==> config.mk <==
export PLATFORM = sky130hd
export DESIGN_NAME = midi_note_receiver
export DESIGN_NICKNAME = d
export VERILOG_FILES = /design/src/rtl/midi_note_receiver.sv
export SDC_FILE = /design/constraint.sdc
export NUM_CORES = 1
export LEC_CHECK = 0
export CORE_UTILIZATION = 48
export DETAILED_ROUTE_END_ITERATION = 8
export HOLD_SLACK_MARGIN = 0.05
export PLACE_DENSITY = 0.67
export SLEW_MARGIN = 40
export SYNTH_ARGS = -nofsm -noshare
export SYNTH_HDL_FRONTEND = slang
export SYNTH_SLANG_ARGS = --single-unit
==> constraint.sdc <==
create_clock -name clk -period 6.3 [get_ports clk]
set_clock_uncertainty 0.1 [all_clocks]
set_input_delay 1.575 -clock clk [delete_from_list [all_inputs] [get_ports clk]]
set_output_delay 1.575 -clock clk [all_outputs]
set_load 0.01 [all_outputs]
==> src/rtl/midi_note_receiver.sv <==
`timescale 1ns/1ps
// midi_note_receiver
// Receives a serial MIDI stream, decodes bytes with a mid-bit sampling UART
// and tracks one monophonic note (last-note priority) for the sample-tick
// lookup and envelope stage. Running status and interleaved real-time bytes
// are handled.
// Ports:
//   clk            system clock, rising edge
//   reset          asynchronous active-high reset
//   midi_rx        raw serial MIDI line, idle high, asynchronous to clk
//   midiNoteNumber current note (bit 7 always 0)
//   noteVelocity   velocity of the current note
//   noteGate       high while the current note is held
//   noteEvent      one-cycle pulse whenever any note output changes
//   framingError   one-cycle pulse when a stop bit samples low
module midi_note_receiver #(
  parameter int CLKS_PER_BIT = 1600,
  parameter int MIDI_CHANNEL = 16
) (
  input  logic       clk,
  input  logic       reset,
  input  logic       midi_rx,
  output logic [7:0] midiNoteNumber,
  output logic [6:0] noteVelocity,
  output logic       noteGate,
  output logic       noteEvent,
  output logic       framingError
);

  localparam int CW = (CLKS_PER_BIT > 1) ? $clog2(CLKS_PER_BIT) : 1;
  localparam logic [CW-1:0] BIT_LAST  = CW'(CLKS_PER_BIT - 1);
  localparam logic [CW-1:0] HALF_LAST = CW'(CLKS_PER_BIT / 2 - 1);
  localparam logic [CW-1:0] CNT_ZERO  = CW'(0);
  localparam logic [CW-1:0] CNT_ONE   = CW'(1);
  localparam logic [3:0]    CHAN      = 4'(MIDI_CHANNEL % 16);
  localparam bit            OMNI      = (MIDI_CHANNEL > 15);

  typedef enum logic [2:0] {
    S_IDLE      = 3'd0,
    S_START     = 3'd1,
    S_DATA      = 3'd2,
    S_STOP      = 3'd3,
    S_WAIT_HIGH = 3'd4
  } uart_state_t;

  typedef enum logic [1:0] {
    RS_NONE     = 2'd0,
    RS_NOTE_OFF = 2'd1,
    RS_NOTE_ON  = 2'd2,
    RS_OTHER    = 2'd3
  } run_status_t;

  // synchroniser
  logic rx_meta_r, rx_sync_r;

  // UART
  uart_state_t   state_r, state_s;
  logic [CW-1:0] cnt_r, cnt_s;
  logic [2:0]    bit_idx_r, bit_idx_s;
  logic [7:0]    shift_r, shift_s;
  logic          byte_stb_r, byte_stb_s;
  logic          fe_det_r, fe_det_s, fe_pipe_r;

  // parser
  run_status_t rs_r, rs_s;
  logic        dcnt_r, dcnt_s;
  logic [6:0]  pend_r, pend_s;
  logic        cmpl_r, cmpl_s;
  logic        cmpl_on_r, cmpl_on_s;
  logic [6:0]  cmpl_note_r, cmpl_note_s;
  logic [6:0]  cmpl_vel_r, cmpl_vel_s;

  // output stage
  logic [6:0] note_s, vel_s;
  logic       gate_s, event_s;

  // Two-flop synchroniser; resets to the idle-high level so no false start.
  always_ff @(posedge clk or posedge reset) begin
    if (reset) begin
      rx_meta_r <= 1'b1;
      rx_sync_r <= 1'b1;
    end else begin
      rx_meta_r <= midi_rx;
      rx_sync_r <= rx_meta_r;
    end
  end

  // UART state register and datapath registers.
  always_ff @(posedge clk or posedge reset) begin
    if (reset) begin
      state_r    <= S_IDLE;
      cnt_r      <= CNT_ZERO;
      bit_idx_r  <= 3'd0;
      shift_r    <= 8'h00;
      byte_stb_r <= 1'b0;
      fe_det_r   <= 1'b0;
    end else begin
      state_r    <= state_s;
      cnt_r      <= cnt_s;
      bit_idx_r  <= bit_idx_s;
      shift_r    <= shift_s;
      byte_stb_r <= byte_stb_s;
      fe_det_r   <= fe_det_s;
    end
  end

  // UART next-state logic; the counter saturates and reloads on state entry.
  always_comb begin
    state_s    = state_r;
    bit_idx_s  = bit_idx_r;
    shift_s    = shift_r;
    byte_stb_s = 1'b0;
    fe_det_s   = 1'b0;
    if (cnt_r == BIT_LAST) begin
      cnt_s = cnt_r;
    end else begin
      cnt_s = cnt_r + CNT_ONE;
    end
    case (state_r)
      S_IDLE: begin
        if (!rx_sync_r) begin
          state_s = S_START;
          cnt_s   = CNT_ZERO;
        end else begin
          state_s = S_IDLE;
        end
      end
      S_START: begin
        // Half-bit check rejects short low glitches.
        if (cnt_r == HALF_LAST) begin
          cnt_s = CNT_ZERO;
          if (!rx_sync_r) begin
            state_s   = S_DATA;
            bit_idx_s = 3'd0;
          end else begin
            state_s = S_IDLE;
          end
        end else begin
          state_s = S_START;
        end
      end
      S_DATA: begin
        if (cnt_r == BIT_LAST) begin
          cnt_s   = CNT_ZERO;
          shift_s = {rx_sync_r, shift_r[7:1]};
          if (bit_idx_r == 3'd7) begin
            state_s = S_STOP;
          end else begin
            bit_idx_s = bit_idx_r + 3'd1;
          end
        end else begin
          state_s = S_DATA;
        end
      end
      S_STOP: begin
        if (cnt_r == BIT_LAST) begin
          cnt_s = CNT_ZERO;
          if (rx_sync_r) begin
            byte_stb_s = 1'b1;
            state_s    = S_IDLE;
          end else begin
            fe_det_s = 1'b1;
            state_s  = S_WAIT_HIGH;
          end
        end else begin
          state_s = S_STOP;
        end
      end
      S_WAIT_HIGH: begin
        if (rx_sync_r) begin
          state_s = S_IDLE;
          cnt_s   = CNT_ZERO;
        end else begin
          state_s = S_WAIT_HIGH;
        end
      end
      default: begin
        state_s = S_IDLE;
        cnt_s   = CNT_ZERO;
      end
    endcase
  end

  // Parser state register; a completed message is staged for one cycle.
  always_ff @(posedge clk or posedge reset) begin
    if (reset) begin
      rs_r        <= RS_NONE;
      dcnt_r      <= 1'b0;
      pend_r      <= 7'd0;
      cmpl_r      <= 1'b0;
      cmpl_on_r   <= 1'b0;
      cmpl_note_r <= 7'd0;
      cmpl_vel_r  <= 7'd0;
      fe_pipe_r   <= 1'b0;
    end else begin
      rs_r        <= rs_s;
      dcnt_r      <= dcnt_s;
      pend_r      <= pend_s;
      cmpl_r      <= cmpl_s;
      cmpl_on_r   <= cmpl_on_s;
      cmpl_note_r <= cmpl_note_s;
      cmpl_vel_r  <= cmpl_vel_s;
      fe_pipe_r   <= fe_det_r;
    end
  end

  // Parser next-state: running status, data count and message completion.
  always_comb begin
    rs_s        = rs_r;
    dcnt_s      = dcnt_r;
    pend_s      = pend_r;
    cmpl_s      = 1'b0;
    cmpl_on_s   = cmpl_on_r;
    cmpl_note_s = cmpl_note_r;
    cmpl_vel_s  = cmpl_vel_r;
    if (byte_stb_r) begin
      if (shift_r[7]) begin
        if (shift_r[7:3] == 5'b11111) begin
          // real-time byte: parser untouched
          rs_s = rs_r;
        end else if (shift_r[7:4] == 4'hF) begin
          rs_s   = RS_NONE;
          dcnt_s = 1'b0;
        end else if ((shift_r[7:4] == 4'h8) && (OMNI || (shift_r[3:0] == CHAN))) begin
          rs_s   = RS_NOTE_OFF;
          dcnt_s = 1'b0;
        end else if ((shift_r[7:4] == 4'h9) && (OMNI || (shift_r[3:0] == CHAN))) begin
          rs_s   = RS_NOTE_ON;
          dcnt_s = 1'b0;
        end else begin
          rs_s   = RS_OTHER;
          dcnt_s = 1'b0;
        end
      end else begin
        if ((rs_r == RS_NOTE_ON) || (rs_r == RS_NOTE_OFF)) begin
          if (!dcnt_r) begin
            pend_s = shift_r[6:0];
            dcnt_s = 1'b1;
          end else begin
            dcnt_s      = 1'b0;
            cmpl_s      = 1'b1;
            cmpl_on_s   = (rs_r == RS_NOTE_ON) && (shift_r[6:0] != 7'd0);
            cmpl_note_s = pend_r;
            cmpl_vel_s  = shift_r[6:0];
          end
        end else begin
          dcnt_s = dcnt_r;
        end
      end
    end else begin
      rs_s = rs_r;
    end
  end

  // Note tracking: note-on always retriggers; note-off only for the held note.
  always_comb begin
    note_s  = midiNoteNumber[6:0];
    vel_s   = noteVelocity;
    gate_s  = noteGate;
    event_s = 1'b0;
    if (cmpl_r) begin
      if (cmpl_on_r) begin
        note_s  = cmpl_note_r;
        vel_s   = cmpl_vel_r;
        gate_s  = 1'b1;
        event_s = 1'b1;
      end else if (noteGate && (cmpl_note_r == midiNoteNumber[6:0])) begin
        gate_s  = 1'b0;
        event_s = 1'b1;
      end else begin
        gate_s = noteGate;
      end
    end else begin
      event_s = 1'b0;
    end
  end

  // Registered outputs.
  always_ff @(posedge clk or posedge reset) begin
    if (reset) begin
      midiNoteNumber <= 8'h00;
      noteVelocity   <= 7'd0;
      noteGate       <= 1'b0;
      noteEvent      <= 1'b0;
      framingError   <= 1'b0;
    end else begin
      midiNoteNumber <= {1'b0, note_s};
      noteVelocity   <= vel_s;
      noteGate       <= gate_s;
      noteEvent      <= event_s;
      framingError   <= fe_pipe_r;
    end
  end

endmodule

==> metrics.md, run 1 <==
| Metric | Value |
|---|---|
| EDFF count, synth | `0` |
| P_leak | `about 1.8 nW` |
| Clk sinks | `73` |
| Design area | `around 3800 sq um` |
| Total die area | `~7000 sq um` |
| Initial core utilization | `approximately half` |
| PwrDens | `around 240 nW/um^2` |
| Met1 global-route usage | `around a quarter` |
| Die Y | `between 80 and 90 um` |
| Seq cells post-synth | `73` |
| Final-stage net count | `between 200 and 300` |
| Final WL | `5.38 mm` |
| Critical Path RT | `4620 ps` |
| CP peak stage delay | `550 ps` |
| Hold-critical path depth | `0` |
| Critical path cell sequence | `clkdlybuf4s50_1` |
| Max Cap Viol | `0` |
| GRT Total Usage | `17.5%` |
| R2r worst-path depth | `6` |
| Flop-to-flop setup slack | `just under 4000 ps` |
| Met2 Track Usage GR | `around 25%` |
| Highest attainable clock frequency | `approximately 340 MHz` |
| GR Util met3 | `3.83%` |
| CP Class | `reg -> out` |
| Multi-input gate area | `1340 sq um` |
| Final Cycle Share | `between 40% and 50%` |
| Setup bufs post-CTS | `0` |
| Vias in the first global route | `1997` |
| Worst Hold Class | `reg -> reg` |
| Setup_tns | `0 ps` |
| Avg WL per Cell | `14.8 um` |
| IO Pins | `21` |
| CTS resizes | `0` |
| Die extent in x | `84.2 um` |
| CTS Buffer Depth | `2` |
| Final setup viols | `0` |
| Initial drt markers | `between 100 and 150` |
| Async SR Flop Fraction | `100%` |
| CP Capture Point | `midiNoteNumber[4]` |
| Status | `complete, but fails checks` |
| Peak supply drop | `198 uV` |
| Synthesis-to-finish area growth | `15.8%` |
| Main area contributors after synthesis | `dfrtp_1, mux2_2, xor2_1` |
| Synth Cell Area | `around 3200 sq um` |
| Area leader, netlist | `dfrtp_1` |
| CTS tree | `built` |
| First-pass GRT wire length | `around 9.6 mm` |
| Yosys top cell area share | `54.7%` |
| Most common cell after layout, fill and taps aside | `dfrtp_1` |
| # rows | `29` |
| Final GP Congestion | `approximately 0.76` |
| CP max stage cell | `clkdlybuf4s50_1` |
| Critical Path Sink Type | `output pin` |
| Ys Warns | `0` |
| Antenna violations before repair | `0` |
| # diodes | `0` |
| DR vias/cell | `5.68` |
| H-tree Lvls | `3` |
| Final hold violation count | `0` |
| Final Critical Period | `2950 ps` |
| DP Area | `about 3500 sq um` |
| CP Launch Type | `flip-flop` |
| Clock slew at reported path FFs | `roughly 80 ps` |
| Top_reg_cell synth | `dfrtp_1` |
| Core Region | `~6400 sq um` |
| GRT overflow | `0` |
| Drc violations | `2` |
| Hold_buf cts | `0` |
| Buffers on Ports | `19` |
| Post-Synthesis Cells | `260` |
| Max_slew headroom | `a little under half` |
| Reg-to-Reg Start | `cnt_r[0]$_DFF_PP0_` |
| Clk root buf | `clkbuf_8` |
| Largest net degree at the start of global routing | `74` |
| Distinct cell type count of the synthesized netlist | `between 40 and 50` |
| Tightest Pin Transition | `around 800 ps` |
| Router iterations before antenna repair | `6` |
| Most frequent cells in the layout | `dfrtp_1, mux2_2, clkdlybuf4s50_1` |
| Max Transition Viols Final | `0` |
| FF-to-FF End | `shift_r[5]$_DFFE_PP0P_` |
| CP Buf/Inv Count | `1` |
| Gr busiest metal | `met1` |
| Crit path max-delay family | `buffers and inverters` |
| Antenna-violating nets left | `0` |
| Clk_lat worst skew | `340 ps` |
| Hold Path Origin | `fe_pipe_r$_DFF_PP0_` |
| Unrepaired setup endpoints after global routing | `false` |
| Worst EP arrival | `about 1300 ps` |
| Register area share after synthesis | `around 56%` |
| Number of fill cells | `approximately 550` |
| Syn Nets | `around 270` |
| CP max FO | `3` |
| Mapped Avg Cell Area | `around 12 sq um` |
| Crit. path cell count | `1` |
| Worst setup path start | `midiNoteNumber[4]$_DFFE_PP0P_` |
| Layout cells sized above 1 | `between 20% and 30%` |
| Failing checks | `DRC` |
| Vias after detailed routing | `2068` |
| CTS buffer count | `9` |
| DP HPWL | `roughly 3.6 mm` |
| Flip-flop and latch area | `1830 sq um` |
## area by class of cell
type | count | area share (%)
well taps | 77 | 2.56
flip-flops and latches | 73 | 48.7
multi-input cells | 168 | 35.6
clock buffers | 10 | 3.39
inverters | 8 | 0.865
repair buffers | 22 | 5.86
clock inverters | 6 | 3.09
## routing by layer
| layer | part of all wire, % | vias up |
|---|---|---|
| met5 | 0 | - |
| met4 | 1.3 | 0 |
| met3 | 3.6 | 6 |
| met2 | 44 | 37 |
| met1 | 51 | 1043 |
| li1 | - | 982 |
## cell usage after synthesis, drive strengths merged, types with 3 or more instances
cell type  count
inv            8
and3           3
a31o           3
nor3b          3
nand2         15
buf            8
o21ai          9
mux2          43
xor2           8
clkbuf         3
nand4          7
xnor2          5
nor3           3
ha             5
nor2           8
and2           3
a21oi         10
nand3          8
dfrtp         71
nand2b         5
## cell families (layout without fill, tap and decap cells)
logic type	count (synthesis)	after routing	share of synthesized area (%)
DFF	73	73	56.3
muxes	43	43	14.9
other	1	1	0.115
adders and majority gates	5	5	1.93
and+or+nand+nor	68	68	12.4
buffers and inverters	19	46	2.93
xor gates and xnor gates	13	13	3.51
AOI/OAI and AO/OA	38	38	7.82
## state kept, by name, summed over array words and instances (netlist names), 2 cells and up
signal	cells
cmpl_vel_r	7
state_r	3
shift_r	8
cnt_r	11
rs_r	2
pend_r	7
midiNoteNumber	7
bit_idx_r	3
cmpl_note_r	7
noteVelocity	7
## worst min-delay path by stage
stage | endpoint
final | framingError$_DFF_PP0_
after global routing | rx_sync_r$_DFF_PP1_
after CTS | framingError$_DFF_PP0_
after detailed placement | framingError$_DFF_PP0_
after global placement | framingError$_DFF_PP0_
after floorplan | fe_pipe_r$_DFF_PP0_
## power breakdown
part           total (mW)  internal [mW]  switching, mW
registers           0.470          0.469       0.000788
clock network       0.438          0.265          0.173
logic              0.0116        0.00213        0.00951
## metrics by stage
step	power, mW	setup WS (ps)	util (%)	cells	hold slack (ps)
after CTS	0.932	3330	58.5	364	253
after floorplan	0.488	2780	-	260	231
final	0.920	3350	58.5	364	249
after global placement	0.492	3360	54.4	346	234
after global routing	0.955	3290	58.5	364	266
after detailed placement	0.492	3620	54.7	348	235
Power figures use the tool's default switching activity.
==> run 2: changes to the inputs <==
--- a/config.mk
+++ b/config.mk
@@ -8,7 +8,7 @@
 export CORE_UTILIZATION = 48
 export DETAILED_ROUTE_END_ITERATION = 8
 export HOLD_SLACK_MARGIN = 0.05
-export PLACE_DENSITY = 0.67
+export PLACE_DENSITY = 0.69
 export SLEW_MARGIN = 40
 export SYNTH_ARGS = -nofsm -noshare
 export SYNTH_HDL_FRONTEND = slang
==> constraint.sdc (replaced) <==
create_clock -name clk -period 2.45 [get_ports clk]
set_clock_uncertainty 0.1 [all_clocks]
set_input_delay 0.6125 -clock clk [delete_from_list [all_inputs] [get_ports clk]]
set_output_delay 0.6125 -clock clk [all_outputs]
set_load 0.01 [all_outputs]
==> metrics.md, run 2 (synthesized netlist as in run 1, its figures left out) <==
| Metric | Value |
|---|---|
| Status | `complete, but fails checks` |
| Failing checks | `DRC` |
| Total die area | `7100 sq um (unchanged)` |
| Reg with most FFs | `cnt_r` |
| Setup WS pre-CTS | `144 ps (-3480 ps)` |
| Setup bufs post-CTS | `0 (unchanged)` |
| Unrepaired setup endpoints after global routing | `false` |
| Max reg flops | `11 (unchanged)` |
| CTS resizes | `0 (unchanged)` |
| Vias in the first global route | `1984 (-0.65%)` |
| Flop-to-flop setup slack | `150 ps (-3730 ps)` |
| PwrDens | `553 nW/um^2 (+130%)` |
| Router iterations before antenna repair | `6 (unchanged)` |
| Clk sinks | `73 (unchanged)` |
| Layout cells sized above 1 | `26.0% (+0.52 points)` |
| GRT Total Usage | `17.0% (-0.47 points)` |
| Max_slew headroom | `55.9% (+8.7 points)` |
| Initial drt markers | `85 (-42%)` |
| Vias after detailed routing | `2060 (-0.39%)` |
| DP HPWL | `3.84 mm (+7.0%)` |
| Most frequent cells in the layout | `dfrtp_1, mux2_2, clkdlybuf4s50_1` |
| CP max FO | `10 (+7)` |
| Drc violations | `2 (unchanged)` |
| Hold Path Origin | `fe_det_r$_DFF_PP0_` |
| Final setup viols | `0 (unchanged)` |
| CTS buffer count | `9 (unchanged)` |
| GRT overflow | `0 (unchanged)` |
| CTS Buffer Depth | `2 (unchanged)` |
| Peak supply drop | `424 uV (+110%)` |
| FF-to-FF End | `shift_r[1]$_DFFE_PP0P_` |
| Die extent in x | `84.2 um (unchanged)` |
| IO Pins | `21 (unchanged)` |
| # diodes | `0 (unchanged)` |
| Buffers on Ports | `19 (unchanged)` |
| Synthesis-to-finish area growth | `14.6%` |
| Most common cell after layout, fill and taps aside | `dfrtp_1` |
| Initial core utilization | `50.6% (unchanged)` |
| Final Critical Period | `between 2000 and 2500 ps` |
| Number of fill cells | `522 (-4.2%)` |
| CP Class | `reg -> reg` |
| Clk root buf | `clkbuf_8` |
| Antenna-violating nets left | `0 (unchanged)` |
| Die Y | `84.2 um (unchanged)` |
| Antenna violations before repair | `0 (unchanged)` |
| Max Cap Viol | `0 (unchanged)` |
| Avg WL per Cell | `14.8 um (+0.29%)` |
| # rows | `29 (unchanged)` |
| Worst EP arrival | `2440 ps (+1170 ps)` |
| Hold_buf cts | `0 (unchanged)` |
| Tightest Pin Transition | `661 ps (-131 ps)` |
| Clk_lat worst skew | `340 ps (about the same)` |
| R2r worst-path depth | `6 (unchanged)` |
| Final-stage net count | `292 (+0.69%)` |
| Hold-critical path depth | `0 (unchanged)` |
| Final hold violation count | `0 (unchanged)` |
| Clock slew at reported path FFs | `80 ps (about the same)` |
| Hold endpoint | `fe_pipe_r$_DFF_PP0_` |
| Max Transition Viols Final | `0 (unchanged)` |
| P_leak | `1.77 nW (-1.4%)` |
| CTS tree | `built` |
| Critical Path RT | `2580 ps (-2040 ps)` |
| Core Region | `6420 sq um (unchanged)` |
| Largest net degree at the start of global routing | `31 (-58%)` |
| Worst Hold Class | `reg -> reg` |
| Tot Pwr | `2.06 mW (+120%)` |
| Critical Path Sink Type | `flip-flop` |
| Final GP Congestion | `0.747 (-1.2%)` |
| Final core utilization | `58.0% (-0.58 points)` |
| H-tree Lvls | `3 (unchanged)` |
| First-pass GRT wire length | `9.40 mm (-2.2%)` |
| DR vias/cell | `5.63 (-0.93%)` |
| Highest attainable clock frequency | `between 400 and 500 MHz` |
| Final WL | `5.42 mm (+0.84%)` |
| Reg-to-Reg Start | `cnt_r[1]$_DFF_PP0_` |
| Final Cycle Share | `between 90% and 100%` |
| Regs by FF count | `cnt_r: 11 flops, shift_r: 8 flops` |
| Setup_tns | `0 ps (unchanged)` |
| CP Launch Type | `flip-flop` |
| Final worst slack | `145 ps (-3210 ps)` |
==> run 2: changes by cell type in the layout (fill, tap and decap cells not counted) <==
cell | previous run | this run
clkinv_2 | 0 | 2
bufinv_16 | 3 | 0
clkinv_4 | 3 | 1
buf_4 | 1 | 3
inv_2 | 1 | 0
buf_12 | 0 | 2
buf_6 | 2 | 0
inv_6 | 0 | 1
clkinvlp_4 | 0 | 3
==> run 2: stage by stage <==
step	cell area, sq um	instances	hold WS, ps
after floorplan	3250	260	231
after global placement	3550	350	231
after detailed placement	3550	350	236
after CTS	3720	366	252
after global routing	3720	366	264
final	3720	366	249
==> run 2: cell type report <==
class / count / area [sq um] / area share, %
sequential: 73 / 1830 / 49.1
multi-input combinational: 168 / 1340 / 35.9
timing repair buffer: 24 / 253 / 6.79
clock buffer: 10 / 128 / 3.43
tap: 77 / 96.3 / 2.59
clock inverter: 6 / 42.5 / 1.14
inverter: 8 / 36.3 / 0.975
==> run 2: how the worst max path moves through the flow <==
stage                                   from                      to  slack [ps]  cells after the start
after detailed placement  cnt_r[1]$_DFF_PP0_  shift_r[1]$_DFFE_PP0P_         140                      6
after floorplan           cnt_r[0]$_DFF_PP0_  shift_r[0]$_DFFE_PP0P_         510                      8
after global placement    cnt_r[1]$_DFF_PP0_  shift_r[0]$_DFFE_PP0P_         250                      6
final                     cnt_r[1]$_DFF_PP0_  shift_r[1]$_DFFE_PP0P_         150                      6
after global routing      cnt_r[1]$_DFF_PP0_  shift_r[2]$_DFFE_PP0P_          40                      6
after CTS                 cnt_r[1]$_DFF_PP0_  shift_r[1]$_DFFE_PP0P_         140                      6
==> run 2: power breakdown <==
part           total (mW)  switching [mW]  internal, mW  leakage [nW]
clock network       0.812           0.443         0.369        0.0827
registers            1.21         0.00223          1.21         0.998
logic              0.0364          0.0259        0.0105         0.690
==> run 2: worst max-delay path: stages (launching register included) <==
cell	delay (ps)
dfrtp_1	400
ha_1	210
and4_1	350
and4_1	430
inv_4	120
nor2_8	220
mux2_2	360
==> run 2: metal layers <==
metal	part of all wire, %	routed length [um]	GRT usage [%]	up-vias
li1	-	-	-	988
met1	50	2710	23.6	1026
met2	45	2430	25.0	36
met3	3.2	174	3.54	10
met4	2.1	114	9.40	0
met5	0	0	0	-
==> run 3: changes to the inputs <==
--- a/config.mk
+++ b/config.mk
@@ -5,10 +5,10 @@
 export SDC_FILE = /design/constraint.sdc
 export NUM_CORES = 1
 export LEC_CHECK = 0
-export CORE_UTILIZATION = 48
+export CORE_UTILIZATION = 53
 export DETAILED_ROUTE_END_ITERATION = 8
 export HOLD_SLACK_MARGIN = 0.05
-export PLACE_DENSITY = 0.69
+export PLACE_DENSITY = 0.75
 export SLEW_MARGIN = 40
 export SYNTH_ARGS = -nofsm -noshare
 export SYNTH_HDL_FRONTEND = slang
==> metrics.md, run 3 (synthesized netlist as in run 1, its figures left out) <==
| Metric | Value |
|---|---|
| Status | `complete, but fails checks` |
| Critical path cell sequence | `ha_1 -> and4_1 -> and4_1 -> inv_4 -> nor2_8 -> mux2_2` |
| Vias after detailed routing | `2063 (+0.15%)` |
| Most common cell after layout, fill and taps aside | `dfrtp_1` |
| Max Transition Viols Final | `0 (unchanged)` |
| Hold-critical path depth | `0 (unchanged)` |
| Worst EP arrival | `2440 ps (about the same)` |
| Hold_buf cts | `0 (unchanged)` |
| # rows | `28 (-3.4%)` |
| Final Critical Period | `2310 ps (+1.47 ps)` |
| Final WL | `5.36 mm (-1.2%)` |
| CTS Buffer Depth | `2 (unchanged)` |
| Final setup viols | `0 (unchanged)` |
| CP Launch Type | `flip-flop` |
| Failing checks | `DRC` |
| Final Cycle Share | `94.1% (about the same)` |
| Final GP Congestion | `0.798 (+6.8%)` |
| CP peak stage delay | `440 ps (about the same)` |
| CTS tree | `built` |
| CP max FO | `10 (unchanged)` |
| Reg with most FFs | `cnt_r` |
| # diodes | `0 (unchanged)` |
| R2r worst-path depth | `6 (unchanged)` |
| Avg WL per Cell | `14.7 um (-0.62%)` |
| Most frequent cells in the layout | `dfrtp_1, mux2_2, clkdlybuf4s50_1` |
| Antenna-violating nets left | `0 (unchanged)` |
| CP max stage cell | `and4_1` |
| Setup_tns | `0 ps (unchanged)` |
| Reg-to-Reg Start | `cnt_r[1]$_DFF_PP0_` |
| CP Class | `reg -> reg` |
| Drc violations | `1 (-1)` |
| First-pass GRT wire length | `8.98 mm (-4.4%)` |
| Max Cap Viol | `0 (unchanged)` |
| Setup WS pre-CTS | `178 ps (+34.2 ps)` |
| GRT Total Usage | `19.0% (+2.0 points)` |
| Tot Pwr | `2.26 mW (+10%)` |
| Max_slew headroom | `57.2% (+1.4 points)` |
| Peak supply drop | `454 uV (+7.2%)` |
| Clk_lat worst skew | `350 ps (about the same)` |
| Antenna violations before repair | `0 (unchanged)` |
| Core Region | `5920 sq um (-7.8%)` |
| Most frequent CP cell | `and4_1` |
| Initial core utilization | `54.8% (+4.3 points)` |
| Setup bufs post-CTS | `0 (unchanged)` |
| Vias in the first global route | `1852 (-6.7%)` |
| Highest attainable clock frequency | `434 MHz (about the same)` |
| Unrepaired setup endpoints after global routing | `false` |
| P_leak | `1.79 nW (+1.1%)` |
| PwrDens | `603 nW/um^2 (+9.0%)` |
| Final-stage net count | `292 (unchanged)` |
| Critical Path Sink Type | `flip-flop` |
| H-tree Lvls | `3 (unchanged)` |
| CTS buffer count | `9 (unchanged)` |
| Total die area | `6440 sq um (-9.2%)` |
| Largest net degree at the start of global routing | `42 (+35%)` |
| Initial drt markers | `96 (+13%)` |
| GRT overflow | `0 (unchanged)` |
| Final hold violation count | `0 (unchanged)` |
| Router iterations before antenna repair | `6 (unchanged)` |
| Max reg flops | `11 (unchanged)` |
| Buffers on Ports | `19 (unchanged)` |
| Clk root buf | `clkbuf_8` |
| Hold Path Origin | `fe_det_r$_DFF_PP0_` |
| Layout cells sized above 1 | `26.0% (unchanged)` |
| Worst Hold Class | `reg -> reg` |
| Clk sinks | `73 (unchanged)` |
| Final worst slack | `144 ps (-1.47 ps)` |
| Hold endpoint | `fe_pipe_r$_DFF_PP0_` |
| Clock slew at reported path FFs | `80 ps (about the same)` |
| Synthesis-to-finish area growth | `15.6%` |
| Die Y | `80.3 um (-4.7%)` |
| DR vias/cell | `5.67 (+0.70%)` |
| DP HPWL | `3.60 mm (-6.2%)` |
| Regs by FF count | `cnt_r: 11 flops, shift_r: 8 flops` |
| CTS resizes | `0 (unchanged)` |
| FF-to-FF End | `shift_r[3]$_DFFE_PP0P_` |
| Critical Path RT | `2580 ps (about the same)` |
| IO Pins | `21 (unchanged)` |
| Tightest Pin Transition | `640 ps (-20.9 ps)` |
| Flop-to-flop setup slack | `140 ps (about the same)` |
| Die extent in x | `80.3 um (-4.7%)` |
==> run 3: cell types whose count changed in the layout (fill, tap and decap cells not counted) <==
cell	previous run	this run
bufinv_16	0	2
buf_12	2	1
buf_4	3	4
clkinv_2	2	1
clkinvlp_4	3	2
==> run 3: layout make-up <==
type / count / area, sq um
fillers: 453 / 2170
flip-flops and latches: 73 / 1830
multi-input cells: 168 / 1340
repair buffers: 24 / 240
clock buffers: 10 / 128
well taps: 75 / 93.8
clock inverters: 6 / 90.1
inverters: 8 / 36.3
==> run 3: metal layers <==
metal	share of wire, %	up-vias	GRT usage (%)
met3	4.4	10	6.14
met1	49	1027	26.7
met5	0	-	0
li1	-	990	-
met2	45	36	26.2
met4	1.6	0	9.64
==> run 3: stage by stage <==
stage	hold WS, ps	cell area, sq um	instances	utilization, %
after floorplan	231	3250	260	-
after CTS	252	3750	364	63.4
after global placement	232	3540	348	59.7
after detailed placement	239	3540	348	59.7
after global routing	254	3750	364	63.4
final	251	3750	364	63.4
==> run 3: how the worst max path moves through the flow <==
stage                        from                     end  slack (ps)  cells past startpoint
3_5_place_dp   cnt_r[1]$_DFF_PP0_  shift_r[5]$_DFFE_PP0P_         180                      6
4_1_cts        cnt_r[1]$_DFF_PP0_  shift_r[3]$_DFFE_PP0P_         150                      6
5_1_grt        cnt_r[1]$_DFF_PP0_  shift_r[3]$_DFFE_PP0P_          20                      6
2_1_floorplan  cnt_r[0]$_DFF_PP0_  shift_r[0]$_DFFE_PP0P_         510                      8
6_report       cnt_r[1]$_DFF_PP0_  shift_r[3]$_DFFE_PP0P_         140                      6
3_3_place_gp   cnt_r[1]$_DFF_PP0_  shift_r[0]$_DFFE_PP0P_         250                      6
==> run 3: worst max-delay path, delay by kind of cell (launching register included) <==
kind | cells | cell delay (ps)
flops | 1 | 390
fa+ha+maj | 1 | 210
simple gates | 3 | 1000
mux | 1 | 360
buf+inv | 1 | 120
==> run 3: power breakdown <==
| part | switching (mW) | internal (mW) | total [mW] |
|---|---|---|---|
| clock network | 0.443 | 0.577 | 1.02 |
| registers | 0.00243 | 1.21 | 1.21 |
| logic | 0.0257 | 0.00840 | 0.0341 |
